`src/rtl/ldpc_encoder_pkg.sv`:
```
// ldpc_enc_pkg: code dimensions, FSM state type and parity-generator rows
// shared by the LDPC encoder and its parity accumulator.
package ldpc_enc_pkg;

  localparam int K      = 8;             // information bits per codeword
  localparam int M      = 8;             // parity bits per codeword
  localparam int N      = K + M;         // codeword length
  localparam int CNT_W  = $clog2(N);     // in/out counter width
  localparam int IDX_W  = $clog2(K);     // info bit index width
  localparam int PIDX_W = $clog2(M);     // parity bit index width

  typedef enum logic [1:0] {
    COLLECT   = 2'd0,
    EMIT_INFO = 2'd1,
    EMIT_PAR  = 2'd2
  } state_t;

  // Bit j of P_ROW[i] is the coefficient of u_i in p_j.
  localparam logic [M-1:0] P_ROW [0:K-1] = '{
    8'hD1, 8'hA3, 8'h47, 8'h8E,
    8'h1D, 8'h3A, 8'h74, 8'hE8
  };

endpackage

```
`src/rtl/ldpc_encoder_if.sv`:
```
// ldpc_encoder_if: bit-serial input and output handshakes of the encoder.
//   slave  : encoder side (accepts info bits, drives codeword bits)
//   master : source/sink side
interface ldpc_encoder_if;
  logic in_valid;
  logic in_ready;
  logic in_bit;
  logic out_valid;
  logic out_ready;
  logic out_bit;
  logic out_sop;
  logic out_last;
  logic busy;

  modport slave (
    input  in_valid, in_bit, out_ready,
    output in_ready, out_valid, out_bit, out_sop, out_last, busy
  );

  modport master (
    output in_valid, in_bit, out_ready,
    input  in_ready, out_valid, out_bit, out_sop, out_last, busy
  );
endinterface

```
`src/rtl/ldpc_encoder_parity_accum.sv`:
```
// ldpc_parity_accum: M-bit GF(2) parity register. When enabled with a 1 data
// bit, XORs in the generator row selected by the info bit index.
//   clk, rst  : clock, async active-high reset
//   i_clr     : synchronous clear (end of codeword)
//   i_en      : info bit accepted this cycle
//   i_bit     : accepted info bit
//   i_idx     : index of the accepted info bit
//   o_parity  : accumulated parity p_0..p_{M-1}
module ldpc_parity_accum
  import ldpc_enc_pkg::*;
(
  input  logic             clk,
  input  logic             rst,
  input  logic             i_clr,
  input  logic             i_en,
  input  logic             i_bit,
  input  logic [IDX_W-1:0] i_idx,
  output logic [M-1:0]     o_parity
);

  logic [M-1:0] r_parity;

  always_ff @(posedge clk or posedge rst) begin
    if (rst) begin
      r_parity <= '0;
    end else if (i_clr) begin
      r_parity <= '0;
    end else if (i_en && i_bit) begin
      r_parity <= r_parity ^ P_ROW[i_idx];
    end
  end

  assign o_parity = r_parity;

endmodule

```
`src/rtl/ldpc_encoder.sv`:
```
// ldpc_encoder: systematic serial LDPC encoder. Collects K info bits, then
// streams u_0..u_{K-1} followed by p_0..p_{M-1} with backpressure.
//   clk, rst : clock, async active-high reset
//   bus      : ldpc_encoder_if.slave (in_* handshake, out_* handshake, busy)
module ldpc_encoder
  import ldpc_enc_pkg::*;
(
  input  logic           clk,
  input  logic           rst,
  ldpc_encoder_if.slave  bus
);

  state_t              r_state;
  state_t              w_state_nxt;
  logic [CNT_W-1:0]    r_in_cnt;
  logic [CNT_W-1:0]    r_out_cnt;
  logic [K-1:0]        r_info;
  logic [M-1:0]        w_parity;
  logic [PIDX_W-1:0]   w_par_idx;
  logic                w_in_acc;
  logic                w_out_acc;
  logic                w_word_done;

  assign w_in_acc    = bus.in_valid & bus.in_ready;
  assign w_out_acc   = bus.out_valid & bus.out_ready;
  assign w_word_done = w_out_acc && (r_out_cnt == CNT_W'(N-1));
  // Parity bits follow the info bits, so p_j sits at out_cnt = K + j.
  assign w_par_idx   = PIDX_W'(r_out_cnt - CNT_W'(K));
  assign bus.busy    = !((r_state == COLLECT) && (r_in_cnt == '0));

  ldpc_parity_accum u_parity_accum (
    .clk      (clk),
    .rst      (rst),
    .i_clr    (w_word_done),
    .i_en     (w_in_acc),
    .i_bit    (bus.in_bit),
    .i_idx    (r_in_cnt[IDX_W-1:0]),
    .o_parity (w_parity)
  );

  always_ff @(posedge clk or posedge rst) begin
    if (rst) begin
      r_state <= COLLECT;
    end else begin
      r_state <= w_state_nxt;
    end
  end

  always_comb begin
    w_state_nxt   = r_state;
    bus.in_ready  = 1'b0;
    bus.out_valid = 1'b0;
    bus.out_bit   = 1'b0;
    bus.out_sop   = 1'b0;
    bus.out_last  = 1'b0;
    case (r_state)
      COLLECT: begin
        bus.in_ready = 1'b1;
        if (bus.in_valid && (r_in_cnt == CNT_W'(K-1))) begin
          w_state_nxt = EMIT_INFO;
        end
      end
      EMIT_INFO: begin
        bus.out_valid = 1'b1;
        bus.out_bit   = r_info[r_out_cnt[IDX_W-1:0]];
        bus.out_sop   = (r_out_cnt == '0);
        if (bus.out_ready && (r_out_cnt == CNT_W'(K-1))) begin
          w_state_nxt = EMIT_PAR;
        end
      end
      EMIT_PAR: begin
        bus.out_valid = 1'b1;
        bus.out_bit   = w_parity[w_par_idx];
        bus.out_last  = (r_out_cnt == CNT_W'(N-1));
        if (bus.out_ready && (r_out_cnt == CNT_W'(N-1))) begin
          w_state_nxt = COLLECT;
        end
      end
      default: w_state_nxt = COLLECT;
    endcase
  end

  always_ff @(posedge clk or posedge rst) begin
    if (rst) begin
      r_in_cnt  <= '0;
      r_out_cnt <= '0;
      r_info    <= '0;
    end else begin
      if (w_in_acc) begin
        r_info[r_in_cnt[IDX_W-1:0]] <= bus.in_bit;
        r_in_cnt <= (r_in_cnt == CNT_W'(K-1)) ? '0 : r_in_cnt + CNT_W'(1);
      end
      if (w_word_done) begin
        r_out_cnt <= '0;
        r_info    <= '0;
      end else if (w_out_acc) begin
        r_out_cnt <= r_out_cnt + CNT_W'(1);
      end
    end
  end

endmodule

```
`src/flat_wrapper.sv`:
```
// flat-port wrapper written by rule: the top's interface ports become plain ports
module ldpc_encoder_flat import ldpc_enc_pkg::*;
  (clk, rst, bus_in_valid, bus_in_bit, bus_out_ready, bus_in_ready, bus_out_valid, bus_out_bit, bus_out_sop, bus_out_last, bus_busy);
  ldpc_encoder_if bus_i ();
  input  logic clk;
  input  logic rst;
  input wire logic [$bits(bus_i.in_valid)-1:0] bus_in_valid;
  input wire logic [$bits(bus_i.in_bit)-1:0] bus_in_bit;
  input wire logic [$bits(bus_i.out_ready)-1:0] bus_out_ready;
  output wire logic [$bits(bus_i.in_ready)-1:0] bus_in_ready;
  output wire logic [$bits(bus_i.out_valid)-1:0] bus_out_valid;
  output wire logic [$bits(bus_i.out_bit)-1:0] bus_out_bit;
  output wire logic [$bits(bus_i.out_sop)-1:0] bus_out_sop;
  output wire logic [$bits(bus_i.out_last)-1:0] bus_out_last;
  output wire logic [$bits(bus_i.busy)-1:0] bus_busy;
  assign bus_i.in_valid = bus_in_valid;
  assign bus_i.in_bit = bus_in_bit;
  assign bus_i.out_ready = bus_out_ready;
  assign bus_in_ready = bus_i.in_ready;
  assign bus_out_valid = bus_i.out_valid;
  assign bus_out_bit = bus_i.out_bit;
  assign bus_out_sop = bus_i.out_sop;
  assign bus_out_last = bus_i.out_last;
  assign bus_busy = bus_i.busy;
  ldpc_encoder u_core (.clk(clk), .rst(rst), .bus(bus_i));
endmodule
```
`config.mk`:
```
export PLATFORM = sky130hd
export DESIGN_NAME = ldpc_encoder_flat
export DESIGN_NICKNAME = d
export VERILOG_FILES = /design/src/rtl/ldpc_encoder_pkg.sv /design/src/rtl/ldpc_encoder_if.sv /design/src/rtl/ldpc_encoder_parity_accum.sv /design/src/rtl/ldpc_encoder.sv /design/src/flat_wrapper.sv
export SDC_FILE = /design/constraint.sdc
export NUM_CORES = 1
export LEC_CHECK = 0
export ABC_CLOCK_PERIOD_IN_PS = 4480
export CAP_MARGIN = 20
export CORE_MARGIN = 2
export CORE_UTILIZATION = 59
export CTS_CLUSTER_DIAMETER = 80
export DETAILED_ROUTE_END_ITERATION = 16
export PLACE_DENSITY = 0.8
export SYNTH_ARGS = -nofsm -noshare
export SYNTH_HDL_FRONTEND = slang
export SYNTH_HIERARCHICAL = 1
export SYNTH_SLANG_ARGS = --single-unit
```
`constraint.sdc`:
```
create_clock -name clk -period 4.48 [get_ports clk]
set_input_delay 0.896 -clock clk [delete_from_list [all_inputs] [get_ports clk]]
set_output_delay 0.896 -clock clk [all_outputs]
set_load 0.005 [all_outputs]
```
# After elaboration in Yosys (flattened, before gate mapping)
# Memories as Yosys holds them, arrays and structs flattened.
# Index checks and enable logic that the tools add are counted.
classes:
  add_sub_neg: 3
  mul: 0
  n_div: 0
  n_lt_le_gt_ge: 5
  n_eq_ne: 8
  shift: 0
  n_mux: 25
  bitwise: 4
  n_reduce_logical: 16
ops:
  columns: ["operator", "n"]
  rows:
  - ["$mux W8", 6]
  - ["$lt A3 B4 Y1 const B", 3]
  - ["$mux W4", 3]
  - ["$add A4 B1 Y4 const B", 2]
  - ["$bwmux W8", 1]
  - ["$eq A4 B3 Y1 const B", 2]
  - ["$logic_not A4 Y1", 2]
  - ["$xor A8 B8 Y8", 1]
  - ["$logic_and A1 B1 Y1", 7]
  - ["$mux W1", 7]
  - ["$bmux W1 S3", 2]
  - ["$mux W2", 3]
  - ["$pmux W2 S3", 1]
  - ["$reduce_bool A2 Y1", 3]
  - ["$eq A4 B4 Y1 const B", 1]
  - ["$ge A4 B4 Y1 const B", 1]
  - ["$ne A2 B1 Y1 const B", 2]
  - ["$not A3 Y4", 1]
  - ["$demux W1 S3", 1]
  - ["$ge A3 B1 Y1 const B", 1]
  - ["$reduce_and A3 Y1", 1]
  - ["$sub A3 B1 Y3 const B", 1]
  - ["$and A1 B1 Y1", 2]
  - ["$eq A2 B1 Y1 const B", 1]
  - ["other kinds (6)", 6]
totals:
  reg_bits: 26
  latchBits: 0
  ram_bits: 0
  romBits: 64
  word_cells: 67
  mem_count: 1
mem_list:
  columns: ["memory", "words", "word_bits", "read_ports", "rd_clocked_by_memory_dff", "write_ports", "line_no", "rtl"]
  rows:
  - ["(name not given)", 8, 8, 1, 0, 0, "ldpc_encoder_parity_accum.sv:29", "r_parity <= r_parity ^ P_ROW[i_idx];"]

# Depth between registers and ports, before layout
# Gate-level depths: netlist (run 1).
logic_depth:
  depth_word: 7
  ltp_mapped: 8
  ltp_nobuf: 7

# Modules after synthesis
# The synthesis (run 1) kept the hierarchy.
by_module_without_submodules:
  columns: ["mod", "n_inst", "cells_each", "area_per_inst_um2", "seq_area_each_um2"]
  rows:
  - ["ldpc_encoder", 1, 116, 1127.3, 450.4]
  - ["ldpc_parity_accum", 1, 52, 491.7, 200.2]

# Least setup slack after synthesis (run 1)
# Ideal clock, no wire load.
synth_timing:
  kind: "register to output"
  start: "register u_core.r_out_cnt[0]"
  end: "output bus_out_bit"
  arrival_time_ns: 1.402
  t_required_ns: 3.584
  path_slack_ns: 2.182
  path_stages_with_launch: 6
  path_cell_list: "dfrtp_1 buf_6 mux4_2 o211a_1 a22oi_1 nand2_1"
synth_via:
  elab_chain_cells: 4
synth_lines:
  columns: ["element", "line_no", "rtl"]
  rows:
  - ["start: declaration", "ldpc_encoder.sv:16", "logic [CNT_W-1:0] r_out_cnt;"]
  - ["start signal: assignment", "ldpc_encoder.sv:97", "r_out_cnt <= r_out_cnt + CNT_W'(1);"]
  - ["$sub A3 B1 Y3", "ldpc_encoder.sv:28", "assign w_par_idx = PIDX_W'(r_out_cnt - CNT_W'(K));"]
  - ["$bmux W1 S3", "ldpc_encoder.sv:73", "bus.out_bit = w_parity[w_par_idx];"]
  - ["$mux W1 (not written as such)", "ldpc_encoder.sv:73", null]
  - ["$pmux W1 S2 *", "ldpc_encoder.sv:56", "case (r_state)"]
  - ["end: declaration", "flat_wrapper.sv:12", "output wire logic [$bits(bus_i.out_bit)-1:0] bus_out_bit;"]
# Mark *: on every way between the ends. The rest lies on a longest branch, timed or not. The select of a mux whose other input is x is not followed.

# Worst setup path in the final report (run 1)
# Ends and elaborated chain as after synthesis.

==> results of run 1 <==
[final timing paths]
kind                                      from                                end  slack, ns
max                        u_core/r_out_cnt[0]                        bus_out_bit       1.21
min                           u_core/r_info[3]                   u_core/r_info[3]       0.56
max reg2reg                  u_core/r_state[1]  u_core/u_parity_accum/o_parity[1]       2.28
min reg2reg                   u_core/r_info[3]                   u_core/r_info[3]       0.56
max in group asynchronous                  rst                u_core/r_out_cnt[1]       3.04
min in group asynchronous                  rst  u_core/u_parity_accum/o_parity[5]       0.83
[cells by family (layout without fill, tap and decap cells)]
kind of cell | count (synthesis) | count (layout) | synth area share, %
simple gates | 58 | 58 | 18.7
compound gates | 41 | 41 | 15.5
flops | 26 | 26 | 40.2
buf+inv | 18 | 27 | 5.10
mux | 14 | 14 | 12.6
fa+ha+maj | 9 | 9 | 6.88
xor+xnor | 2 | 2 | 1.08
[power by group]
group | total (W) | internal [W] | switching (W)
clock network | 0.000119 | 0.0000497 | 0.0000688
logic | 0.000497 | 0.000268 | 0.000229
registers | 0.000498 | 0.000345 | 0.000153
[worst register-to-register path, stage by stage (launching register included)]
cell,delay [ns]
sky130_fd_sc_hd__dfrtp_1,0.44
sky130_fd_sc_hd__inv_1,0.11
sky130_fd_sc_hd__ha_1,0.30
sky130_fd_sc_hd__nand2_1,0.11
sky130_fd_sc_hd__inv_1,0.16
sky130_fd_sc_hd__nand2_1,0.26
sky130_fd_sc_hd__a211oi_1,0.37
sky130_fd_sc_hd__mux2_2,0.37
[final cells by class]
type | count | area [µm²] | area share, %
inverter | 12 | 45.0 | 2.56
sequential | 26 | 651 | 36.9
timing repair buffer | 11 | 108 | 6.10
multi-input combinational | 124 | 886 | 50.2
tap | 30 | 37.5 | 2.13
clock buffer | 4 | 36.3 | 2.06
[routing by layer]
layer	GRT usage [%]	vias up	wire, µm
met3	2.30	6	184
li1	-	617	-
met4	7.82	0	47
met5	0	-	0
met2	36.5	34	1580
met1	31.2	610	1460
[cell usage after synthesis, types with 2 or more instances]
| cell type | number | share of area (%) |
|---|---|---|
| sky130_fd_sc_hd__o211a_1 | 2 | 1.2 |
| sky130_fd_sc_hd__ha_1 | 8 | 6.2 |
| sky130_fd_sc_hd__mux4_2 | 2 | 2.8 |
| sky130_fd_sc_hd__o31ai_1 | 2 | 0.93 |
| sky130_fd_sc_hd__or3_1 | 3 | 1.2 |
| sky130_fd_sc_hd__or4_1 | 2 | 0.93 |
| sky130_fd_sc_hd__xnor2_1 | 2 | 1.1 |
| sky130_fd_sc_hd__nor2_1 | 15 | 3.5 |
| sky130_fd_sc_hd__nand2b_1 | 4 | 1.5 |
| sky130_fd_sc_hd__clkbuf_1 | 4 | 0.93 |
| sky130_fd_sc_hd__mux2i_1 | 5 | 3.1 |
| sky130_fd_sc_hd__dfrtp_1 | 26 | 40 |
| sky130_fd_sc_hd__nor3_1 | 2 | 0.62 |
| sky130_fd_sc_hd__nand2_1 | 15 | 3.5 |
| sky130_fd_sc_hd__o21ai_0 | 14 | 4.3 |
| sky130_fd_sc_hd__nand3_1 | 4 | 1.2 |
| sky130_fd_sc_hd__mux2_2 | 5 | 3.5 |
| sky130_fd_sc_hd__nor2b_1 | 5 | 1.9 |
| sky130_fd_sc_hd__a21oi_1 | 14 | 4.3 |
| sky130_fd_sc_hd__inv_1 | 12 | 2.8 |
| sky130_fd_sc_hd__mux4_1 | 2 | 3.2 |
| sky130_fd_sc_hd__buf_6 | 2 | 1.4 |
| sky130_fd_sc_hd__nand4bb_1 | 2 | 1.4 |
[state kept, by name, summed over array words and instances, names as in the netlist]
signal,cells
u_core/r_in_cnt,4
u_core/r_info,8
u_core/r_out_cnt,4
u_core/r_state,2
u_core/u_parity_accum/o_parity,8
[stage by stage]
step                worst slack, ns  instances  util [%]
floorplan                      2.18        168         -
global placement               1.65        203      67.8
detailed placement             1.58        203      67.8
CTS                            1.20        207      69.3
global route                   1.06        207      69.3
finish                         1.21        207      69.3
==> impl_metrics.xml, run 1 <==
<?xml version="1.0" encoding="UTF-8"?>
<metrics>
  <group name="run_status">
    <metric name="result_of_the_run" unit="">finished, final reports clean</metric>
  </group>
  <group name="synthesis">
    <metric name="synth_edf_count" unit="">0</metric>
    <metric name="synth_seq_area_share" unit="%">40.2</metric>
    <metric name="async_flop_share" unit="%">100</metric>
    <metric name="synth-warning-count" unit="">6</metric>
    <metric name="netlist_area" unit="µm²">1620</metric>
    <metric name="unique_cell_type_count_in_the_yosys_netlist" unit="">39</metric>
    <metric name="ys_seq_elements" unit="">26</metric>
    <metric name="netlist_instances" unit="">168</metric>
    <metric name="synth_top_flop_cell" unit="">sky130_fd_sc_hd__dfrtp_1</metric>
    <metric name="post_synth.cell_area_avg" unit="µm²">9.64</metric>
    <metric name="synth.net_count" unit="">181</metric>
  </group>
  <group name="placement">
    <metric name="dp_hpwl" unit="µm">2400</metric>
    <metric name="dpl_cell_area" unit="µm²">1730</metric>
    <metric name="gp_routability_congestion" unit="">0.777</metric>
    <metric name="placement.io_buffers" unit="">10</metric>
  </group>
  <group name="cts">
    <metric name="tritoncts.num_buffers" unit="">3</metric>
    <metric name="clk_pin_slew_worst_paths" unit="ns">0.14</metric>
    <metric name="worst_skew_pair.late_latency" unit="ns">0.32</metric>
    <metric name="post_cts_resized" unit="">0</metric>
    <metric name="cts_tree" unit="">yes</metric>
    <metric name="ctsHtreeMaxLevel" unit="">1</metric>
    <metric name="cts.sink_count" unit="">26</metric>
    <metric name="hold_buffers" unit="">0</metric>
    <metric name="post_cts_buffers" unit="">0</metric>
    <metric name="clock_tree.root_cell" unit="">sky130_fd_sc_hd__clkbuf_4</metric>
    <metric name="cts-root-to-sink-buffers" unit="">2</metric>
  </group>
  <group name="power_and_ir_drop">
    <metric name="finalPower" unit="W">0.00111</metric>
    <metric name="peakVddDrop" unit="mV">0.462</metric>
    <metric name="p_per_area" unit="nW/µm²">632</metric>
    <metric name="power.leakage" unit="nW">0.753</metric>
  </group>
  <group name="global_routing">
    <metric name="largest_net_degree_at_the_start_of_global_routing" unit="">21</metric>
    <metric name="global_route_wire_length_before_repair" unit="µm">5620</metric>
    <metric name="first_global_vias" unit="">1204</metric>
    <metric name="antenna_found_initial" unit="">0</metric>
    <metric name="grt_use_total" unit="%">22.4</metric>
    <metric name="grt.overflow.total" unit="">0</metric>
  </group>
  <group name="cells_and_area">
    <metric name="post-route-cell-area" unit="µm²">1760</metric>
    <metric name="final_common_cell" unit="">sky130_fd_sc_hd__dfrtp_1</metric>
    <metric name="final_cell_mix" unit="">sky130_fd_sc_hd__dfrtp_1, sky130_fd_sc_hd__nand2_1, sky130_fd_sc_hd__nor2_1, sky130_fd_sc_hd__a21oi_1, sky130_fd_sc_hd__o21ai_0</metric>
    <metric name="syn2layout_area_growth" unit="%">8.89</metric>
    <metric name="num_antenna_cells" unit="">0</metric>
    <metric name="drive_gt1_share" unit="%">7.91</metric>
    <metric name="filler_cell_count" unit="">211</metric>
    <metric name="finalNetCount" unit="">191</metric>
  </group>
  <group name="die">
    <metric name="initial_core_utilization" unit="%">63.6</metric>
    <metric name="die_extent_in_y" unit="µm">56.4</metric>
    <metric name="ios" unit="">11</metric>
    <metric name="core_region_area" unit="µm²">2540</metric>
    <metric name="die_area" unit="µm²">3180</metric>
    <metric name="rows" unit="">18</metric>
    <metric name="floorplan.die.width" unit="µm">56.4</metric>
  </group>
  <group name="setup_path">
    <metric name="critical_path.endpoint_type" unit="">output pin</metric>
    <metric name="crit_type" unit="">flop to output pin</metric>
    <metric name="crit_slowest_cell" unit="">sky130_fd_sc_hd__dfrtp_1</metric>
    <metric name="max_stage_delay" unit="ns">0.57</metric>
    <metric name="critical-path-top-delay-family" unit="">flip-flops</metric>
    <metric name="timing.critical_path.fanout_max" unit="">9</metric>
    <metric name="critical_path_arrival" unit="ns">2.38</metric>
    <metric name="worstPathCellList" unit="">mux4_2, o211a_1, a22oi_1, nand2_1, clkdlybuf4s50_1</metric>
    <metric name="worst-path-buf-inv" unit="">1</metric>
    <metric name="r2r_cells" unit="">7</metric>
    <metric name="cp_num_cells" unit="">5</metric>
    <metric name="worstPathRequired" unit="ns">3.58</metric>
    <metric name="critical_path.startpoint_type" unit="">flop</metric>
  </group>
  <group name="sta">
    <metric name="finalHoldViolCount" unit="">0</metric>
    <metric name="setup_viol_count_final" unit="">0</metric>
    <metric name="setup-tns-final" unit="ns">0</metric>
    <metric name="worst_clock_skew" unit="ns">0.00292</metric>
    <metric name="finalCriticalPeriod" unit="ns">3.27</metric>
    <metric name="slew-limit-headroom" unit="%">52.2</metric>
    <metric name="max_slew.worst_pin.slew" unit="ns">0.716</metric>
    <metric name="worst_case_hold_slack" unit="ns">0.558</metric>
    <metric name="final.period_utilization" unit="%">73.0</metric>
    <metric name="rsz0062_at_grt" unit="">no</metric>
    <metric name="slew_violations" unit="">0</metric>
    <metric name="max_freq" unit="GHz">0.306</metric>
  </group>
  <group name="job">
    <metric name="max_cap_viol_count" unit="">0</metric>
  </group>
  <group name="drt">
    <metric name="first_pass_iters" unit="">4</metric>
    <metric name="detailedRoute.firstIterationViolations" unit="">35</metric>
    <metric name="drt-vias-per-instance" unit="">6.12</metric>
    <metric name="dr_total_vias" unit="">1267</metric>
    <metric name="drcViolationCount" unit="">0</metric>
    <metric name="drtAntennaViolNets" unit="">0</metric>
    <metric name="total_length_of_routed_wires" unit="µm">3270</metric>
    <metric name="post_drt_wl_per_cell" unit="µm">15.8</metric>
  </group>
  <group name="hold_path">
    <metric name="timing.hold.worst.class" unit="">flop to flop</metric>
    <metric name="min_path_cells" unit="">2</metric>
  </group>
</metrics>
(Power assumes the default switching activity.)
==> run 2: changes to the inputs <==
--- a/config.mk
+++ b/config.mk
@@ -5,13 +5,13 @@
 export SDC_FILE = /design/constraint.sdc
 export NUM_CORES = 1
 export LEC_CHECK = 0
-export ABC_CLOCK_PERIOD_IN_PS = 4480
+export ABC_CLOCK_PERIOD_IN_PS = 3300
 export CAP_MARGIN = 20
 export CORE_MARGIN = 2
-export CORE_UTILIZATION = 59
+export CORE_UTILIZATION = 58
 export CTS_CLUSTER_DIAMETER = 80
 export DETAILED_ROUTE_END_ITERATION = 16
-export PLACE_DENSITY = 0.8
+export PLACE_DENSITY = 0.79
 export SYNTH_ARGS = -nofsm -noshare
 export SYNTH_HDL_FRONTEND = slang
 export SYNTH_HIERARCHICAL = 1
==> constraint.sdc (replaced) <==
create_clock -name clk -period 3.3 [get_ports clk]
set_input_delay 0.66 -clock clk [delete_from_list [all_inputs] [get_ports clk]]
set_output_delay 0.66 -clock clk [all_outputs]
set_load 0.005 [all_outputs]
==> impl_metrics.xml, run 2 (same netlist as run 1, synthesis figures left out) <==
<?xml version="1.0" encoding="UTF-8"?>
<metrics>
  <group name="sta">
    <metric name="max_slew.worst_pin.slew" unit="ns">0.717</metric>
    <metric name="rsz0062_at_grt" unit="">no</metric>
    <metric name="setup_viol_count_final" unit="">0</metric>
    <metric name="slew-limit-headroom" unit="%">52.2</metric>
    <metric name="max_freq" unit="GHz">0.331</metric>
    <metric name="finalCriticalPeriod" unit="ns">3.02</metric>
    <metric name="postLayoutSetupSlackWorst" unit="ns">0.278</metric>
    <metric name="setup-tns-final" unit="ns">0</metric>
    <metric name="worst_clock_skew" unit="ns">0.00716</metric>
    <metric name="final.period_utilization" unit="%">91.6</metric>
    <metric name="finalHoldViolCount" unit="">0</metric>
    <metric name="slew_violations" unit="">0</metric>
  </group>
  <group name="job">
    <metric name="max_cap_viol_count" unit="">0</metric>
  </group>
  <group name="cells_and_area">
    <metric name="post-route-cell-area" unit="µm²">1780</metric>
    <metric name="final_common_cell" unit="">sky130_fd_sc_hd__dfrtp_1</metric>
    <metric name="finalNetCount" unit="">191</metric>
    <metric name="num_antenna_cells" unit="">0</metric>
    <metric name="drive_gt1_share" unit="%">7.91</metric>
    <metric name="syn2layout_area_growth" unit="%">9.97</metric>
    <metric name="final_cell_mix" unit="">sky130_fd_sc_hd__dfrtp_1, sky130_fd_sc_hd__nand2_1, sky130_fd_sc_hd__nor2_1, sky130_fd_sc_hd__a21oi_1, sky130_fd_sc_hd__o21ai_0</metric>
  </group>
  <group name="drt">
    <metric name="post_drt_wl_per_cell" unit="µm">15.8</metric>
    <metric name="drcViolationCount" unit="">0</metric>
    <metric name="dr_total_vias" unit="">1287</metric>
    <metric name="first_pass_iters" unit="">4</metric>
    <metric name="detailedRoute.firstIterationViolations" unit="">64</metric>
    <metric name="total_length_of_routed_wires" unit="µm">3280</metric>
    <metric name="drt-vias-per-instance" unit="">6.19</metric>
    <metric name="drtAntennaViolNets" unit="">0</metric>
  </group>
  <group name="global_routing">
    <metric name="global_route_wire_length_before_repair" unit="µm">5690</metric>
    <metric name="grt.overflow.total" unit="">0</metric>
    <metric name="grt_use_total" unit="%">22.0</metric>
    <metric name="first_global_vias" unit="">1277</metric>
    <metric name="antenna_found_initial" unit="">0</metric>
    <metric name="largest_net_degree_at_the_start_of_global_routing" unit="">21</metric>
  </group>
  <group name="cts">
    <metric name="cts_tree" unit="">yes</metric>
    <metric name="cts.sink_count" unit="">26</metric>
    <metric name="cts-root-to-sink-buffers" unit="">2</metric>
    <metric name="clock_tree.root_cell" unit="">sky130_fd_sc_hd__clkbuf_4</metric>
    <metric name="post_cts_buffers" unit="">0</metric>
    <metric name="clk_pin_slew_worst_paths" unit="ns">0.15</metric>
    <metric name="tritoncts.num_buffers" unit="">3</metric>
    <metric name="post_cts_resized" unit="">0</metric>
    <metric name="ctsHtreeMaxLevel" unit="">1</metric>
    <metric name="hold_buffers" unit="">0</metric>
    <metric name="worst_skew_pair.late_latency" unit="ns">0.33</metric>
  </group>
  <group name="hold_path">
    <metric name="timing.hold.worst.class" unit="">flop to flop</metric>
    <metric name="timing.hold.worst.start" unit="">u_core/r_info[1]</metric>
  </group>
  <group name="power_and_ir_drop">
    <metric name="p_per_area" unit="nW/µm²">886</metric>
    <metric name="finalPower" unit="W">0.00158</metric>
    <metric name="peakVddDrop" unit="mV">0.588</metric>
    <metric name="power.leakage" unit="nW">0.760</metric>
  </group>
  <group name="placement">
    <metric name="dp_hpwl" unit="µm">2400</metric>
    <metric name="worst_setup_slack_after_placement" unit="ns">0.642</metric>
    <metric name="gp_routability_congestion" unit="">0.838</metric>
    <metric name="placement.io_buffers" unit="">10</metric>
    <metric name="dpl_cell_area" unit="µm²">1730</metric>
  </group>
  <group name="die">
    <metric name="die_area" unit="µm²">3230</metric>
    <metric name="initial_core_utilization" unit="%">59.7</metric>
    <metric name="ios" unit="">11</metric>
    <metric name="die_extent_in_y" unit="µm">56.8</metric>
    <metric name="core_region_area" unit="µm²">2710</metric>
    <metric name="floorplan.die.width" unit="µm">56.8</metric>
    <metric name="rows" unit="">19</metric>
  </group>
  <group name="setup_path">
    <metric name="timing.critical_path.fanout_max" unit="">9</metric>
    <metric name="crit_type" unit="">flop to output pin</metric>
    <metric name="critical_path_arrival" unit="ns">2.36</metric>
    <metric name="worst_setup_path_startpoint" unit="">u_core/r_out_cnt[0]</metric>
    <metric name="worstPathRequired" unit="ns">2.64</metric>
    <metric name="critical_path.reg2reg.startpoint" unit="">u_core/r_state[0]</metric>
    <metric name="r2r_cells" unit="">7</metric>
    <metric name="critical_path.startpoint_type" unit="">flop</metric>
    <metric name="critical_path.endpoint" unit="">bus_out_bit</metric>
    <metric name="critical_path.endpoint_type" unit="">output pin</metric>
    <metric name="timing.reg2reg.setup_slack" unit="ns">1.14</metric>
    <metric name="r2r_path_end" unit="">u_core/u_parity_accum/o_parity[7]</metric>
  </group>
  <group name="run_status">
    <metric name="result_of_the_run" unit="">finished, final reports clean</metric>
  </group>
</metrics>
## run 2: cell count changes in the layout (fill, tap and decap cells not counted), sizes merged
cell	before	now
clkbuf	4	3
bufinv	0	1
## run 2: report_power, final
part	internal (W)	switching (W)	total, W	leakage (nW)
clock	0.000123	0.000100	0.000223	0.0279
sequential	0.000469	0.000213	0.000682	0.320
combinational	0.000364	0.000308	0.000672	0.412
total	0.000956	0.000621	0.00158	0.760
## run 2: metrics by stage
stage               utilization, %  cells  hold WS, ns
global placement              63.8    204        0.501
finish                        65.7    208        0.550
floorplan                        -    168        0.476
global route                  65.7    208        0.584
detailed placement            63.8    204        0.516
CTS                           65.7    208        0.550
## run 2: worst max-delay path: stages, from the launching register on
cell,delay [ns]
sky130_fd_sc_hd__dfrtp_1,0.57
sky130_fd_sc_hd__mux4_2,0.56
sky130_fd_sc_hd__o211a_1,0.23
sky130_fd_sc_hd__o21ai_0,0.16
sky130_fd_sc_hd__nand2_1,0.08
sky130_fd_sc_hd__clkdlybuf4s50_1,0.44
## run 2: area by class of cell
type	instances	area (µm²)
Fill cell	226	930
Multi-Input combinational cell	124	886
Timing Repair Buffer	11	108
Clock buffer	3	22.5
Sequential cell	26	651
Tap cell	31	38.8
Inverter	12	45.0
Clock inverter	1	30.0
## run 2: worst min-delay path by stage
stage                                         to  slack [ns]  depth (start not counted)
3_5_place_dp                    u_core/r_info[1]        0.52                          2
4_1_cts                         u_core/r_info[1]        0.55                          2
3_3_place_gp                    u_core/r_info[1]        0.50                          2
6_report                        u_core/r_info[1]        0.55                          2
2_1_floorplan  u_core/u_parity_accum/o_parity[0]        0.48                          1
5_1_grt                         u_core/r_info[5]        0.58                          2
## run 2: layer usage
layer	vias up	global-route usage, %	routed length, µm
met3	4	2.53	133
met2	28	37.4	1600
met1	641	30.5	1510
met5	-	0	0
li1	614	-	-
met4	0	4.98	34
==> run 3: changes to the inputs <==
--- a/config.mk
+++ b/config.mk
@@ -12,6 +12,7 @@
 export CTS_CLUSTER_DIAMETER = 80
 export DETAILED_ROUTE_END_ITERATION = 16
 export PLACE_DENSITY = 0.79
+export SETUP_SLACK_MARGIN = 0.3
 export SYNTH_ARGS = -nofsm -noshare
 export SYNTH_HDL_FRONTEND = slang
 export SYNTH_HIERARCHICAL = 1
==> impl_metrics.xml, run 3 (same netlist as run 1, synthesis figures left out) <==
<?xml version="1.0" encoding="UTF-8"?>
<metrics>
  <group name="run_status">
    <metric name="result_of_the_run" unit="">finished, final reports clean</metric>
  </group>
  <group name="setup_path">
    <metric name="timing.reg2reg.setup_slack" unit="ns">1.14</metric>
    <metric name="critical_path_arrival" unit="ns">2.28</metric>
    <metric name="crit_type" unit="">flop to output pin</metric>
    <metric name="timing.critical_path.fanout_max" unit="">8</metric>
    <metric name="critical_path.reg2reg.startpoint" unit="">u_core/r_state[0]</metric>
    <metric name="critical_path.startpoint_type" unit="">flop</metric>
    <metric name="critical_path.endpoint_type" unit="">output pin</metric>
    <metric name="worstPathRequired" unit="ns">2.64</metric>
    <metric name="r2r_path_end" unit="">u_core/u_parity_accum/o_parity[7]</metric>
    <metric name="r2r_cells" unit="">7</metric>
  </group>
  <group name="die">
    <metric name="initial_core_utilization" unit="%">59.7</metric>
    <metric name="core_region_area" unit="µm²">2710</metric>
    <metric name="die_area" unit="µm²">3230</metric>
    <metric name="die_extent_in_y" unit="µm">56.8</metric>
    <metric name="rows" unit="">19</metric>
    <metric name="floorplan.die.width" unit="µm">56.8</metric>
    <metric name="ios" unit="">11</metric>
  </group>
  <group name="power_and_ir_drop">
    <metric name="total_switching_power" unit="W">0.000635</metric>
    <metric name="p_per_area" unit="nW/µm²">892</metric>
    <metric name="p_int" unit="W">0.000973</metric>
    <metric name="seq_power_share" unit="%">42.4</metric>
    <metric name="peakVddDrop" unit="mV">0.591</metric>
    <metric name="pwr-share-comb" unit="%">43.7</metric>
    <metric name="clock_power_share" unit="%">13.9</metric>
    <metric name="power.leakage" unit="nW">0.769</metric>
    <metric name="p_sw_share" unit="%">39.5</metric>
  </group>
  <group name="sta">
    <metric name="slew_violations" unit="">0</metric>
    <metric name="slew-limit-headroom" unit="%">52.0</metric>
    <metric name="final.period_utilization" unit="%">89.1</metric>
    <metric name="worst_clock_skew" unit="ns">0.00702</metric>
    <metric name="setup-tns-final" unit="ns">0</metric>
    <metric name="max_freq" unit="GHz">0.340</metric>
    <metric name="rsz0062_at_grt" unit="">no</metric>
    <metric name="finalCriticalPeriod" unit="ns">2.94</metric>
    <metric name="max_slew.worst_pin.slew" unit="ns">0.720</metric>
    <metric name="worst_case_hold_slack" unit="ns">0.550</metric>
    <metric name="setup_viol_count_final" unit="">0</metric>
    <metric name="finalHoldViolCount" unit="">0</metric>
  </group>
  <group name="drt">
    <metric name="drtAntennaViolNets" unit="">0</metric>
    <metric name="detailedRoute.firstIterationViolations" unit="">72</metric>
    <metric name="dr.max_layer_used" unit="">met4</metric>
    <metric name="drt-met1-wl" unit="µm">1560</metric>
    <metric name="route.met3.wl" unit="µm">91</metric>
    <metric name="met2_wirelength" unit="µm">1620</metric>
    <metric name="dr_total_vias" unit="">1292</metric>
    <metric name="total_length_of_routed_wires" unit="µm">3340</metric>
    <metric name="first_pass_iters" unit="">4</metric>
    <metric name="post_drt_wl_per_cell" unit="µm">15.9</metric>
    <metric name="drcViolationCount" unit="">0</metric>
    <metric name="drt-vias-per-instance" unit="">6.15</metric>
  </group>
  <group name="cells_and_area">
    <metric name="syn2layout_area_growth" unit="%">11.3</metric>
    <metric name="finish.cell_count_without_fillers" unit="">210</metric>
    <metric name="final_cell_mix" unit="">sky130_fd_sc_hd__dfrtp_1, sky130_fd_sc_hd__nand2_1, sky130_fd_sc_hd__nor2_1, sky130_fd_sc_hd__a21oi_1, sky130_fd_sc_hd__o21ai_0</metric>
    <metric name="num_antenna_cells" unit="">0</metric>
    <metric name="drive_gt1_share" unit="%">10.1</metric>
    <metric name="final_common_cell" unit="">sky130_fd_sc_hd__dfrtp_1</metric>
    <metric name="finalNetCount" unit="">193</metric>
  </group>
  <group name="placement">
    <metric name="placement.io_buffers" unit="">10</metric>
    <metric name="dp.cells" unit="">204</metric>
    <metric name="dp_hpwl" unit="µm">2400</metric>
    <metric name="gp_routability_congestion" unit="">0.838</metric>
  </group>
  <group name="global_routing">
    <metric name="largest_net_degree_at_the_start_of_global_routing" unit="">21</metric>
    <metric name="grt_use_total" unit="%">22.0</metric>
    <metric name="first_global_vias" unit="">1277</metric>
    <metric name="grt.overflow.total" unit="">0</metric>
    <metric name="antenna_found_initial" unit="">0</metric>
    <metric name="global_route_wire_length_before_repair" unit="µm">5690</metric>
  </group>
  <group name="cts">
    <metric name="ctsHtreeMaxLevel" unit="">1</metric>
    <metric name="clk_pin_slew_worst_paths" unit="ns">0.15</metric>
    <metric name="cts.sink_count" unit="">26</metric>
    <metric name="worst_skew_pair.late_latency" unit="ns">0.33</metric>
    <metric name="hold_buffers" unit="">0</metric>
    <metric name="clock_tree.root_cell" unit="">sky130_fd_sc_hd__clkbuf_4</metric>
    <metric name="cts_tree" unit="">yes</metric>
    <metric name="cts-root-to-sink-buffers" unit="">2</metric>
    <metric name="tritoncts.num_buffers" unit="">3</metric>
  </group>
  <group name="hold_path">
    <metric name="min_path_cells" unit="">2</metric>
    <metric name="timing.hold.worst.class" unit="">flop to flop</metric>
    <metric name="worst_case_hold_path_end_point" unit="">u_core/r_info[1]</metric>
    <metric name="timing.hold.worst.start" unit="">u_core/r_info[1]</metric>
  </group>
  <group name="job">
    <metric name="max_cap_viol_count" unit="">0</metric>
  </group>
</metrics>
-- run 3: cell count changes in the layout (fill, tap and decap cells not counted) --
cell	before	now
sky130_fd_sc_hd__buf_4	1	3
sky130_fd_sc_hd__a22oi_1	1	0
sky130_fd_sc_hd__a22oi_2	0	1
sky130_fd_sc_hd__dfrtp_1	26	25
sky130_fd_sc_hd__dfrtp_2	0	1
sky130_fd_sc_hd__o21ai_0	14	13
sky130_fd_sc_hd__o21ai_1	0	1
-- run 3: what timing repair did --
item	in CTS	in global routing
cloned	0	0
buffers inserted	0	2
setup endpoints to repair	1	1
resized for setup	1	2
-- run 3: layout make-up --
class | count | area, µm²
clock buffer | 3 | 22.5
clock inverter | 1 | 30.0
fill | 223 | 908
inverter | 12 | 45.0
multi-input combinational | 124 | 891
sequential | 26 | 652
tap | 31 | 38.8
timing repair buffer | 13 | 123
-- run 3: stage by stage --
step	setup WS [ns]	total power (W)	util, %	area (µm²)
2_1_floorplan	1.24	0.00118	-	1620
3_3_place_gp	0.683	0.00130	63.8	1730
3_5_place_dp	0.642	0.00136	63.8	1730
4_1_cts	0.362	0.00158	65.7	1780
5_1_grt	0.256	0.00173	66.5	1800
6_report	0.359	0.00161	66.5	1800
-- run 3: routing by layer --
metal	up-vias	track usage [%]
li1	620	-
met1	646	30.5
met2	20	37.4
met3	6	2.53
met4	0	4.98
met5	-	0
-- run 3: worst max-delay path by stage --
stage	from	endpoint	slack [ns]
after floorplan	u_core/r_out_cnt[0]	bus_out_bit	1.24
after global placement	u_core/r_out_cnt[0]	bus_out_bit	0.68
after detailed placement	u_core/r_out_cnt[0]	bus_out_bit	0.64
after CTS	u_core/r_out_cnt[0]	bus_out_bit	0.36
after global routing	u_core/r_out_cnt[0]	bus_out_bit	0.26
final	u_core/r_out_cnt[0]	bus_out_bit	0.36
-- run 3: power by group through the flow --
stage | combinational, W | clock [W] | sequential (W)
2_1_floorplan | 0.000593 | 0 | 0.000583
3_3_place_gp | 0.000632 | 0 | 0.000672
3_5_place_dp | 0.000669 | 0 | 0.000689
4_1_cts | 0.000674 | 0.000228 | 0.000681
5_1_grt | 0.000792 | 0.000235 | 0.000706
6_report | 0.000703 | 0.000223 | 0.000681
-- run 3: critical path: stages, from the launching register on --
cell and delay [ns]:
sky130_fd_sc_hd__dfrtp_2 0.49, sky130_fd_sc_hd__mux4_2 0.55, sky130_fd_sc_hd__o211a_1 0.25, sky130_fd_sc_hd__a22oi_2 0.15
sky130_fd_sc_hd__nand2_1 0.07, sky130_fd_sc_hd__clkdlybuf4s50_1 0.44
